**src/rtl/rsa_modexp_ct_if.sv**
```systemverilog
// Request/response bundle for the modular-exponentiation engine.
// The master side issues requests and the slave side is the engine.
interface rsa_modexp_ct_if #(
  parameter int unsigned WIDTH = 16
);
  logic             start;
  logic             const_time;
  logic [WIDTH-1:0] base;
  logic [WIDTH-1:0] exp;
  logic [WIDTH-1:0] modulus;
  logic [WIDTH-1:0] result;
  logic             busy;
  logic             done;
  logic             error;
  logic [31:0]      cycles;

  modport master (
    output start, const_time, base, exp, modulus,
    input  result, busy, done, error, cycles
  );

  modport slave (
    input  start, const_time, base, exp, modulus,
    output result, busy, done, error, cycles
  );
endinterface

```
**src/rtl/rsa_modexp_ct.sv**
```systemverilog
// Left-to-right square-and-multiply engine with a bit-serial interleaved modular multiplier.
// An optional constant-time mode always runs the multiply step and discards unused products.
module rsa_modexp_ct #(
  parameter int unsigned WIDTH = 16
) (
  input logic             clk,
  input logic             rst,
  rsa_modexp_ct_if.slave  bus
);
  localparam int unsigned IdxW = $clog2(WIDTH);
  localparam logic [IdxW-1:0] LastIdx = IdxW'(WIDTH - 1);

  typedef enum logic [1:0] {StIdle, StSqr, StMul, StFin} state_e;

  state_e state_q, state_d;

  logic [WIDTH-1:0] base_q, exp_q, mod_q, r_q, result_q;
  logic [WIDTH+1:0] p_q;
  logic [IdxW-1:0]  i_q, j_q;
  logic             ct_q, err_q, error_q;
  logic [31:0]      cnt_q, cycles_q;

  logic             bad_op;
  logic [WIDTH+1:0] n_ext, p_dbl, p_sub, p_next;
  logic [WIDTH-1:0] mm_b;
  logic             mm_last, exp_bit;

  assign bad_op = (bus.modulus < WIDTH'(2)) || (bus.base >= bus.modulus);

  // One multiplier bit per cycle; the accumulator stays below n after the two reductions.
  always_comb begin
    n_ext   = {2'b00, mod_q};
    mm_b    = (state_q == StMul) ? base_q : r_q;
    p_dbl   = (p_q << 1) + (r_q[j_q] ? {2'b00, mm_b} : '0);
    p_sub   = (p_dbl >= n_ext) ? p_dbl - n_ext : p_dbl;
    p_next  = (p_sub >= n_ext) ? p_sub - n_ext : p_sub;
    mm_last = (j_q == '0);
    exp_bit = exp_q[i_q];
  end

  always_ff @(posedge clk or posedge rst) begin
    if (rst) begin
      state_q <= StIdle;
    end else begin
      state_q <= state_d;
    end
  end

  always_comb begin
    state_d = state_q;
    unique case (state_q)
      StIdle: begin
        if (bus.start) state_d = bad_op ? StFin : StSqr;
      end
      StSqr: begin
        if (mm_last) begin
          if (ct_q || exp_bit)  state_d = StMul;
          else if (i_q == '0)   state_d = StFin;
          else                  state_d = StSqr;
        end
      end
      StMul: begin
        if (mm_last) state_d = (i_q == '0) ? StFin : StSqr;
      end
      StFin:   state_d = StIdle;
      default: state_d = StIdle;
    endcase
  end

  always_ff @(posedge clk or posedge rst) begin
    if (rst) begin
      base_q   <= '0;
      exp_q    <= '0;
      mod_q    <= '0;
      r_q      <= '0;
      p_q      <= '0;
      i_q      <= '0;
      j_q      <= '0;
      ct_q     <= 1'b0;
      err_q    <= 1'b0;
      cnt_q    <= '0;
      result_q <= '0;
      error_q  <= 1'b0;
      cycles_q <= '0;
    end else begin
      unique case (state_q)
        StIdle: begin
          if (bus.start) begin
            base_q   <= bus.base;
            exp_q    <= bus.exp;
            mod_q    <= bus.modulus;
            ct_q     <= bus.const_time;
            err_q    <= bad_op;
            r_q      <= WIDTH'(1);
            p_q      <= '0;
            i_q      <= LastIdx;
            j_q      <= LastIdx;
            cnt_q    <= 32'd1;
            result_q <= '0;
            error_q  <= 1'b0;
          end
        end
        StSqr, StMul: begin
          cnt_q <= cnt_q + 32'd1;
          if (mm_last) begin
            p_q <= '0;
            j_q <= LastIdx;
            // A constant-time dummy multiply leaves R untouched.
            if (state_q == StSqr || exp_bit) r_q <= p_next[WIDTH-1:0];
            if (i_q != '0) begin
              if (state_q == StMul || !(ct_q || exp_bit)) i_q <= i_q - 1'b1;
            end
          end else begin
            p_q <= p_next;
            j_q <= j_q - 1'b1;
          end
        end
        StFin: begin
          result_q <= err_q ? '0 : r_q;
          error_q  <= err_q;
          cycles_q <= cnt_q;
        end
        default: ;
      endcase
    end
  end

  // The done cycle shows the fresh values before they are latched into the hold registers.
  always_comb begin
    bus.busy   = (state_q != StIdle);
    bus.done   = (state_q == StFin);
    bus.result = result_q;
    bus.error  = error_q;
    bus.cycles = cycles_q;
    if (state_q == StFin) begin
      bus.result = err_q ? '0 : r_q;
      bus.error  = err_q;
      bus.cycles = cnt_q;
    end
  end
endmodule

```
**src/flat_wrapper.sv**
```systemverilog
// flat-port wrapper written by rule: the top's interface ports become plain ports
module rsa_modexp_ct_flat 
#(
  parameter int unsigned WIDTH = 16
)
  (clk, rst, bus_start, bus_const_time, bus_base, bus_exp, bus_modulus, bus_result, bus_busy, bus_done, bus_error, bus_cycles);
  rsa_modexp_ct_if #(.WIDTH(WIDTH)) bus_i ();
  input logic clk;
  input logic rst;
  input wire logic [$bits(bus_i.start)-1:0] bus_start;
  input wire logic [$bits(bus_i.const_time)-1:0] bus_const_time;
  input wire logic [$bits(bus_i.base)-1:0] bus_base;
  input wire logic [$bits(bus_i.exp)-1:0] bus_exp;
  input wire logic [$bits(bus_i.modulus)-1:0] bus_modulus;
  output wire logic [$bits(bus_i.result)-1:0] bus_result;
  output wire logic [$bits(bus_i.busy)-1:0] bus_busy;
  output wire logic [$bits(bus_i.done)-1:0] bus_done;
  output wire logic [$bits(bus_i.error)-1:0] bus_error;
  output wire logic [$bits(bus_i.cycles)-1:0] bus_cycles;
  assign bus_i.start = bus_start;
  assign bus_i.const_time = bus_const_time;
  assign bus_i.base = bus_base;
  assign bus_i.exp = bus_exp;
  assign bus_i.modulus = bus_modulus;
  assign bus_result = bus_i.result;
  assign bus_busy = bus_i.busy;
  assign bus_done = bus_i.done;
  assign bus_error = bus_i.error;
  assign bus_cycles = bus_i.cycles;
  rsa_modexp_ct #(.WIDTH(WIDTH)) u_core (.clk(clk), .rst(rst), .bus(bus_i));
endmodule
```
**config.mk**
```make
export PLATFORM = sky130hd
export DESIGN_NAME = rsa_modexp_ct_flat
export DESIGN_NICKNAME = d
export VERILOG_FILES = /design/src/rtl/rsa_modexp_ct_if.sv /design/src/rtl/rsa_modexp_ct.sv /design/src/flat_wrapper.sv
export SDC_FILE = /design/constraint.sdc
export NUM_CORES = 1
export LEC_CHECK = 0
export ABC_AREA = 1
export CELL_PAD_IN_SITES_DETAIL_PLACEMENT = 0
export CELL_PAD_IN_SITES_GLOBAL_PLACEMENT = 1
export CORE_MARGIN = 5
export CORE_UTILIZATION = 46
export DETAILED_ROUTE_END_ITERATION = 7
export GPL_TIMING_DRIVEN = 0
export PLACE_DENSITY_LB_ADDON = 0.1
export SLEW_MARGIN = 30
export SYNTH_ARGS = -nofsm -noshare
export SYNTH_HDL_FRONTEND = slang
export SYNTH_SLANG_ARGS = --single-unit
```
**constraint.sdc**
```tcl
create_clock -name clk -period 18.75 [get_ports clk]
set_input_delay 1.875 -clock clk [delete_from_list [all_inputs] [get_ports clk]]
set_output_delay 1.875 -clock clk [all_outputs]
set_load 0.02 [all_outputs]
```
; After elaboration in Yosys (flattened, before gate mapping)
; Cells that the tools add are included.
[op_classes]
addsub = 6
mul = 0
n_div = 0
magnitude_cmp = 6
eq_ne = 10
n_shift = 0
muxes = 39
bitwise = 0
n_reduce_logical = 19
[op_table]
columns = op, n
row1 = $mux W16, 8
row2 = $mux W32, 2
row3 = $pmux W16 S2, 2
row4 = $pmux W32 S2, 1
row5 = $mux W17, 3
row6 = $ge A18 B16 Y1, 2
row7 = $pmux W17 S2, 1
row8 = $add A32 B1 Y32 const B, 1
row9 = $mux W4, 5
row10 = $add A18 B16 Y18, 1
row11 = $mux W18, 1
row12 = $sub A18 B16 Y18, 1
row13 = $sub A17 B16 Y17, 1
row14 = $ge A16 B16 Y1, 1
row15 = $lt A16 B2 Y1 const B, 1
row16 = $pmux W4 S2, 2
row17 = $mux W2, 6
row18 = $ne A2 B1 Y1 const B, 6
row19 = $lt A4 B5 Y1 const B, 2
row20 = $bmux W1 S4, 2
row21 = $logic_not A4 Y1, 2
row22 = $pmux W2 S4, 1
row23 = $sub A4 B1 Y4 const B, 2
row24 = $reduce_and A2 Y1, 3
row25 = other kinds (14), 23
[word_totals]
reg_bits = 174
latchBits = 0
ram_bits = 0
rom_bits = 0
out_inout_bits = 51
n_memories = 0

; Logic depth before layout (Yosys ltp)
[depth]
word_depth = 11
mapped_depth = 46

; Worst setup path after synthesis
; No wires, ideal clock.
[synth_path]
path_type = reg2reg
start = reg u_core.state_q[0]
end = reg u_core.r_q[14]
arrival_ps = 6223
required_time_ps = 18623
path_slack_ps = 12400
path_stages_with_launch = 37
path_buffers = 3
period_less_slack_ps = 6350
cell_sequence = dfrtp_1 -> inv_1 -> ha_1 -> clkbuf_1 -> buf_1 -> a21oi_1 -> nor2_1 -> ha_1 -> inv_1 -> fa_1 -> nand3b_1 -> nand2_1 -> nand2_1 -> nand2_2 -> a21oi_1 -> o21bai_1 -> xor2_1 -> ha_1 -> nand2_1 -> nor2_1 -> nor3b_1 -> a31oi_1 -> nand4_4 -> buf_2 -> o21ai_0 -> inv_1 -> ha_1 -> fa_1 -> nor3_1 -> nor2_1 -> o21ai_0 -> a21oi_1 -> o21ai_0 -> xnor2_1 -> nand2_2 -> nand3_1 -> o21ai_1
[synth_via]
elab_chain_len = 11
[synth_rtl]
columns = item, line_no
row1 = "start, declared", rsa_modexp_ct.sv:15  ; state_e state_q, state_d;
row2 = "start signal, assigned", rsa_modexp_ct.sv:43  ; state_q <= StIdle;
row3 = "start signal, assigned", rsa_modexp_ct.sv:45  ; state_q <= state_d;
row4 = $eq A2 B2 Y1, "rsa_modexp_ct.sv:33, rsa_modexp_ct.sv:86"
row5 = $mux W16, rsa_modexp_ct.sv:33  ; mm_b = (state_q == StMul) ? base_q : r_q;
row6 = $mux W16, rsa_modexp_ct.sv:34  ; p_dbl = (p_q << 1) + (r_q[j_q] ? {2'b00, mm_b} : '0);
row7 = $add A18 B16 Y18, rsa_modexp_ct.sv:34
row8 = $sub A18 B16 Y18 / $ge A18 B16 Y1 (equally long branches), rsa_modexp_ct.sv:35  ; p_sub = (p_dbl >= n_ext) ? p_dbl - n_ext : p_dbl;
row9 = $mux W18, rsa_modexp_ct.sv:35
row10 = $sub A17 B16 Y17 / $ge A18 B16 Y1 (equally long branches), rsa_modexp_ct.sv:36  ; p_next = (p_sub >= n_ext) ? p_sub - n_ext : p_sub;
row11 = $mux W17, rsa_modexp_ct.sv:36
row12 = $mux W16, rsa_modexp_ct.sv:109  ; if (state_q == StSqr || exp_bit) r_q <= p_next[WIDTH-1:0];
row13 = $mux W16, rsa_modexp_ct.sv:105  ; if (mm_last) begin
row14 = $pmux W16 S2, rsa_modexp_ct.sv:86  ; unique case (state_q)
row15 = "end signal, assigned", rsa_modexp_ct.sv:109
row16 = "end, declared", rsa_modexp_ct.sv:17  ; logic [WIDTH-1:0] base_q, exp_q, mod_q, r_q, result_q;
; Parallel ways exist; a longest one is shown, timed or not. The select of a mux whose other input is x is not followed.
; A chain may end at the register's enable or synchronous reset.

; Worst setup path after layout
[layout_path]
start = reg u_core.j_q[0]
end = reg u_core.r_q[12]
[layout_via]
elab_chain_len = 11
[layout_rtl]
columns = item, line_no
row1 = "start, declared", rsa_modexp_ct.sv:19  ; logic [IdxW-1:0] i_q, j_q;
row2 = "start signal, assigned", rsa_modexp_ct.sv:97  ; j_q <= LastIdx;
row3 = "start signal, assigned", rsa_modexp_ct.sv:107  ; j_q <= LastIdx;
row4 = "start signal, assigned", rsa_modexp_ct.sv:115  ; j_q <= j_q - 1'b1;
row5 = $bmux W1 S4, rsa_modexp_ct.sv:34
row6 = $mux W1 (implied by the code), rsa_modexp_ct.sv:34
row7 = $mux W16, rsa_modexp_ct.sv:34
row8 = $add A18 B16 Y18, rsa_modexp_ct.sv:34
row9 = $sub A18 B16 Y18 / $ge A18 B16 Y1 (equally long branches), rsa_modexp_ct.sv:35
row10 = $mux W18, rsa_modexp_ct.sv:35
row11 = $sub A17 B16 Y17 / $ge A18 B16 Y1 (equally long branches), rsa_modexp_ct.sv:36
row12 = $mux W17, rsa_modexp_ct.sv:36
row13 = $mux W16, rsa_modexp_ct.sv:109
row14 = $mux W16, rsa_modexp_ct.sv:105
row15 = $pmux W16 S2, rsa_modexp_ct.sv:86
; Parallel ways exist; a longest one is shown, timed or not. The select of a mux whose other input is x is not followed.

==> impl_metrics.py <==
metrics = {
    "run_status": {
        "outcome": "finished clean",
    },
    "grt": {
        "grt_use_total": 0.234,
        "grt_pass1_vias": 9794,
        "antenna_found_initial": 0,
        "grt_max_degree": 87,
        "gr-total-overflow": 0,
        "grt_pass1_wl_mm": 50.5,
    },
    "flow_run": {
        "maxCapViolations": 0,
    },
    "clocking": {
        "numCtsBuffers": 17,
        "h-tree-depth": 4,
        "cts_setup_buffers": 0,
        "cts_buffer_depth": 2,
        "cts_tree": "yes",
        "cts_hold_buf": 0,
        "clkLatencyLatePin_ns": 0.43,
        "cts.sinks": 174,
        "path_clk_slew_ns": 0.07,
        "cts-resized-gates": 0,
        "cts_root_buf": "clkbuf_16",
    },
    "logic_synthesis": {
        "synth-seq-cells": 174,
        "synth_edf_count": 0,
        "synth_top_area_share": 0.391,
        "ys_seq_area_frac": 0.391,
        "synth_cell_types": 56,
        "synth_cells": 1485,
        "yosysTopAreaCell": "dfrtp_1",
        "synth_common_cells": "nand2_1 (394), inv_1 (191), dfrtp_1 (174), o21ai_0 (135), nand3_1 (100)",
        "async_flop_share": 1.00,
        "synthesis.nets": 1610,
        "yosys_warnings": 0,
        "ys_top_cells_by_area": "dfrtp_1 (39%), nand2_1 (13%), ha_1 (7.9%)",
        "postSynthAreaPerCell_um2": 7.49,
        "yosysMostFrequentCell": "nand2_1",
        "yosys_most_used_dff": "dfrtp_1",
        "mappedNetlistArea_um2": 11100,
    },
    "sta": {
        "rsz0062_at_grt": "no",
        "setup_tns_ns": 0,
        "finalClockSkew_ns": 0.0142,
        "worst_pin_slew_ns": 0.693,
        "slew_headroom": 0.537,
        "final-hold-violation-count": 0,
        "final_max_slew_viol_count": 0,
        "fmax_ghz": 0.125,
        "min_period_over_period": 0.427,
        "final.min_clock_period_ns": 8.01,
        "setup_viol": 0,
    },
    "placed_design": {
        "gp_congestion": 0.894,
        "portBuffers": 102,
        "dp_hpwl_mm": 25.1,
    },
    "worst_setup_path": {
        "slowest_stage": "o21ai_0",
        "slowest_delay_ns": 0.50,
        "required_ns": 19.05,
        "worstSetupEndpointType": "flop",
        "crit_fanout": 10,
        "start_kind": "flop",
        "critPathMostFrequentCell": "nand2_1",
        "critPathArrivalTime_ns": 8.31,
        "rrSetupSlack_ns": 10.74,
        "critical_path_class": "reg2reg",
    },
    "floorplan": {
        "core-area_um2": 24000,
        "ios": 103,
        "fp-row-count": 57,
        "die_area_um2": 27400,
        "die_y_um": 165,
        "die_w_um": 165,
        "start_util": 0.463,
    },
    "route": {
        "drt-total-wl_mm": 30.8,
        "antenna_left": 0,
        "via_count": 10000,
        "drc_errors": 0,
        "drt-vias-per-instance": 5.14,
        "wire_per_inst_um": 15.9,
        "drtIter0Drc": 731,
        "firstDrtPassIters": 5,
    },
    "finish": {
        "finalNetCount": 1733,
        "synthToLayoutAreaGrowth_pct": 18.8,
        "num_antenna_cells": 0,
        "layout-drive-gt1-share": 0.0555,
    },
    "worst_hold_path": {
        "hold_class": "reg2reg",
    },
}
## registers in the layout, summed over array words and instances (netlist names)
register         cells
u_core.error_q       1
u_core.base_q       16
u_core.mod_q        16
u_core.ct_q          1
u_core.r_q          16
u_core.state_q       2
u_core.result_q     16
u_core.cycles_q     32
u_core.exp_q        16
u_core.cnt_q        32
u_core.i_q           4
u_core.err_q         1
u_core.p_q          17
u_core.j_q           4
## cell type report
class	count	area [µm²]
Fill cell	2413	10800
Multi-Input combinational cell	1069	5820
Sequential cell	174	4350
Timing Repair Buffer	104	1080
Inverter	195	742
Clock buffer	18	429
Tap cell	324	405
Buffer	47	209
Clock inverter	14	168
## metrics by stage
stage                     cells  hold slack, ns   util  cell area, µm²  worst slack (ns)
after floorplan            1485           0.440      -           11100             12.16
after global placement     1911           0.454  0.522           12500              9.52
after detailed placement   1913           0.455  0.525           12600             10.81
after CTS                  1945           0.473  0.550           13200             10.77
after global routing       1945           0.497  0.550           13200             10.10
final                      1945           0.470  0.550           13200             10.74
## logic make-up after synthesis
group	synth area share
and+or+nand+nor	0.256
buffers and inverters	0.0848
xor gates and xnor gates	0.0339
DFF	0.391
AOI/OAI and AO/OA	0.149
adders and majority gates	0.0841
## critical path, delay by kind of cell (launching register included)
family,cells,cell delay [ns]
adder cells (fa/ha/maj),4,1.38
AND/OR/NAND/NOR,18,2.27
flip-flops,1,0.36
buffers and inverters,8,1.68
XOR/XNOR,1,0.33
AO/OA/AOI/OAI,10,1.83
## worst paths after layout
kind                                            end  cells after the start                 from
worst max-delay path                 u_core.r_q[12]                     41        u_core.j_q[0]
worst min-delay path            u_core.cycles_q[20]                      2  u_core.cycles_q[20]
worst max register to register       u_core.r_q[12]                     41        u_core.j_q[0]
worst min register to register  u_core.cycles_q[20]                      2  u_core.cycles_q[20]
max in group asynchronous          u_core.mod_q[11]                      4                  rst
min in group asynchronous       u_core.result_q[10]                      2                  rst
## layer usage
metal  GRT usage  vias to the layer above  routed length (µm)
li1            -                     5135                   -
met3      0.0313                       22                1540
met1       0.352                     4613               15400
met4      0.0506                        0                 352
met2       0.362                      237               13600
met5           0                        -                   0
## cell usage in the layout, fill, tap and decap left out, types with 3 or more instances in the layout
cell type,synthesis,routed
a21boi_0,4,4
inv_6,0,4
nand4_1,11,11
a31oi_1,9,9
nand3_1,100,100
a21oi_1,97,97
xor2_1,22,22
buf_1,5,5
xnor2_1,21,21
ha_1,70,70
a221oi_1,3,3
nand3_2,3,3
nor2_4,4,4
o22ai_1,18,18
clkinv_8,0,5
clkbuf_16,0,17
clkbuf_1,33,34
o21a_1,4,4
nand3b_1,3,3
nor3b_1,3,3
nor4_1,6,6
buf_2,4,4
o211ai_1,5,5
a211oi_1,3,3
nor3_1,17,17
o21ai_1,9,9
nand2_2,18,18
nor2_1,78,78
dfrtp_1,174,174
clkdlybuf4s50_1,0,102
inv_1,191,190
buf_6,3,3
a21o_1,4,4
o21ai_0,135,135
fa_1,3,3
inv_8,0,4
nand2_1,394,394
Power is left out: the tool's default activity adds up to more than one toggle a clock period on the data nets, which glitch-free logic cannot reach.
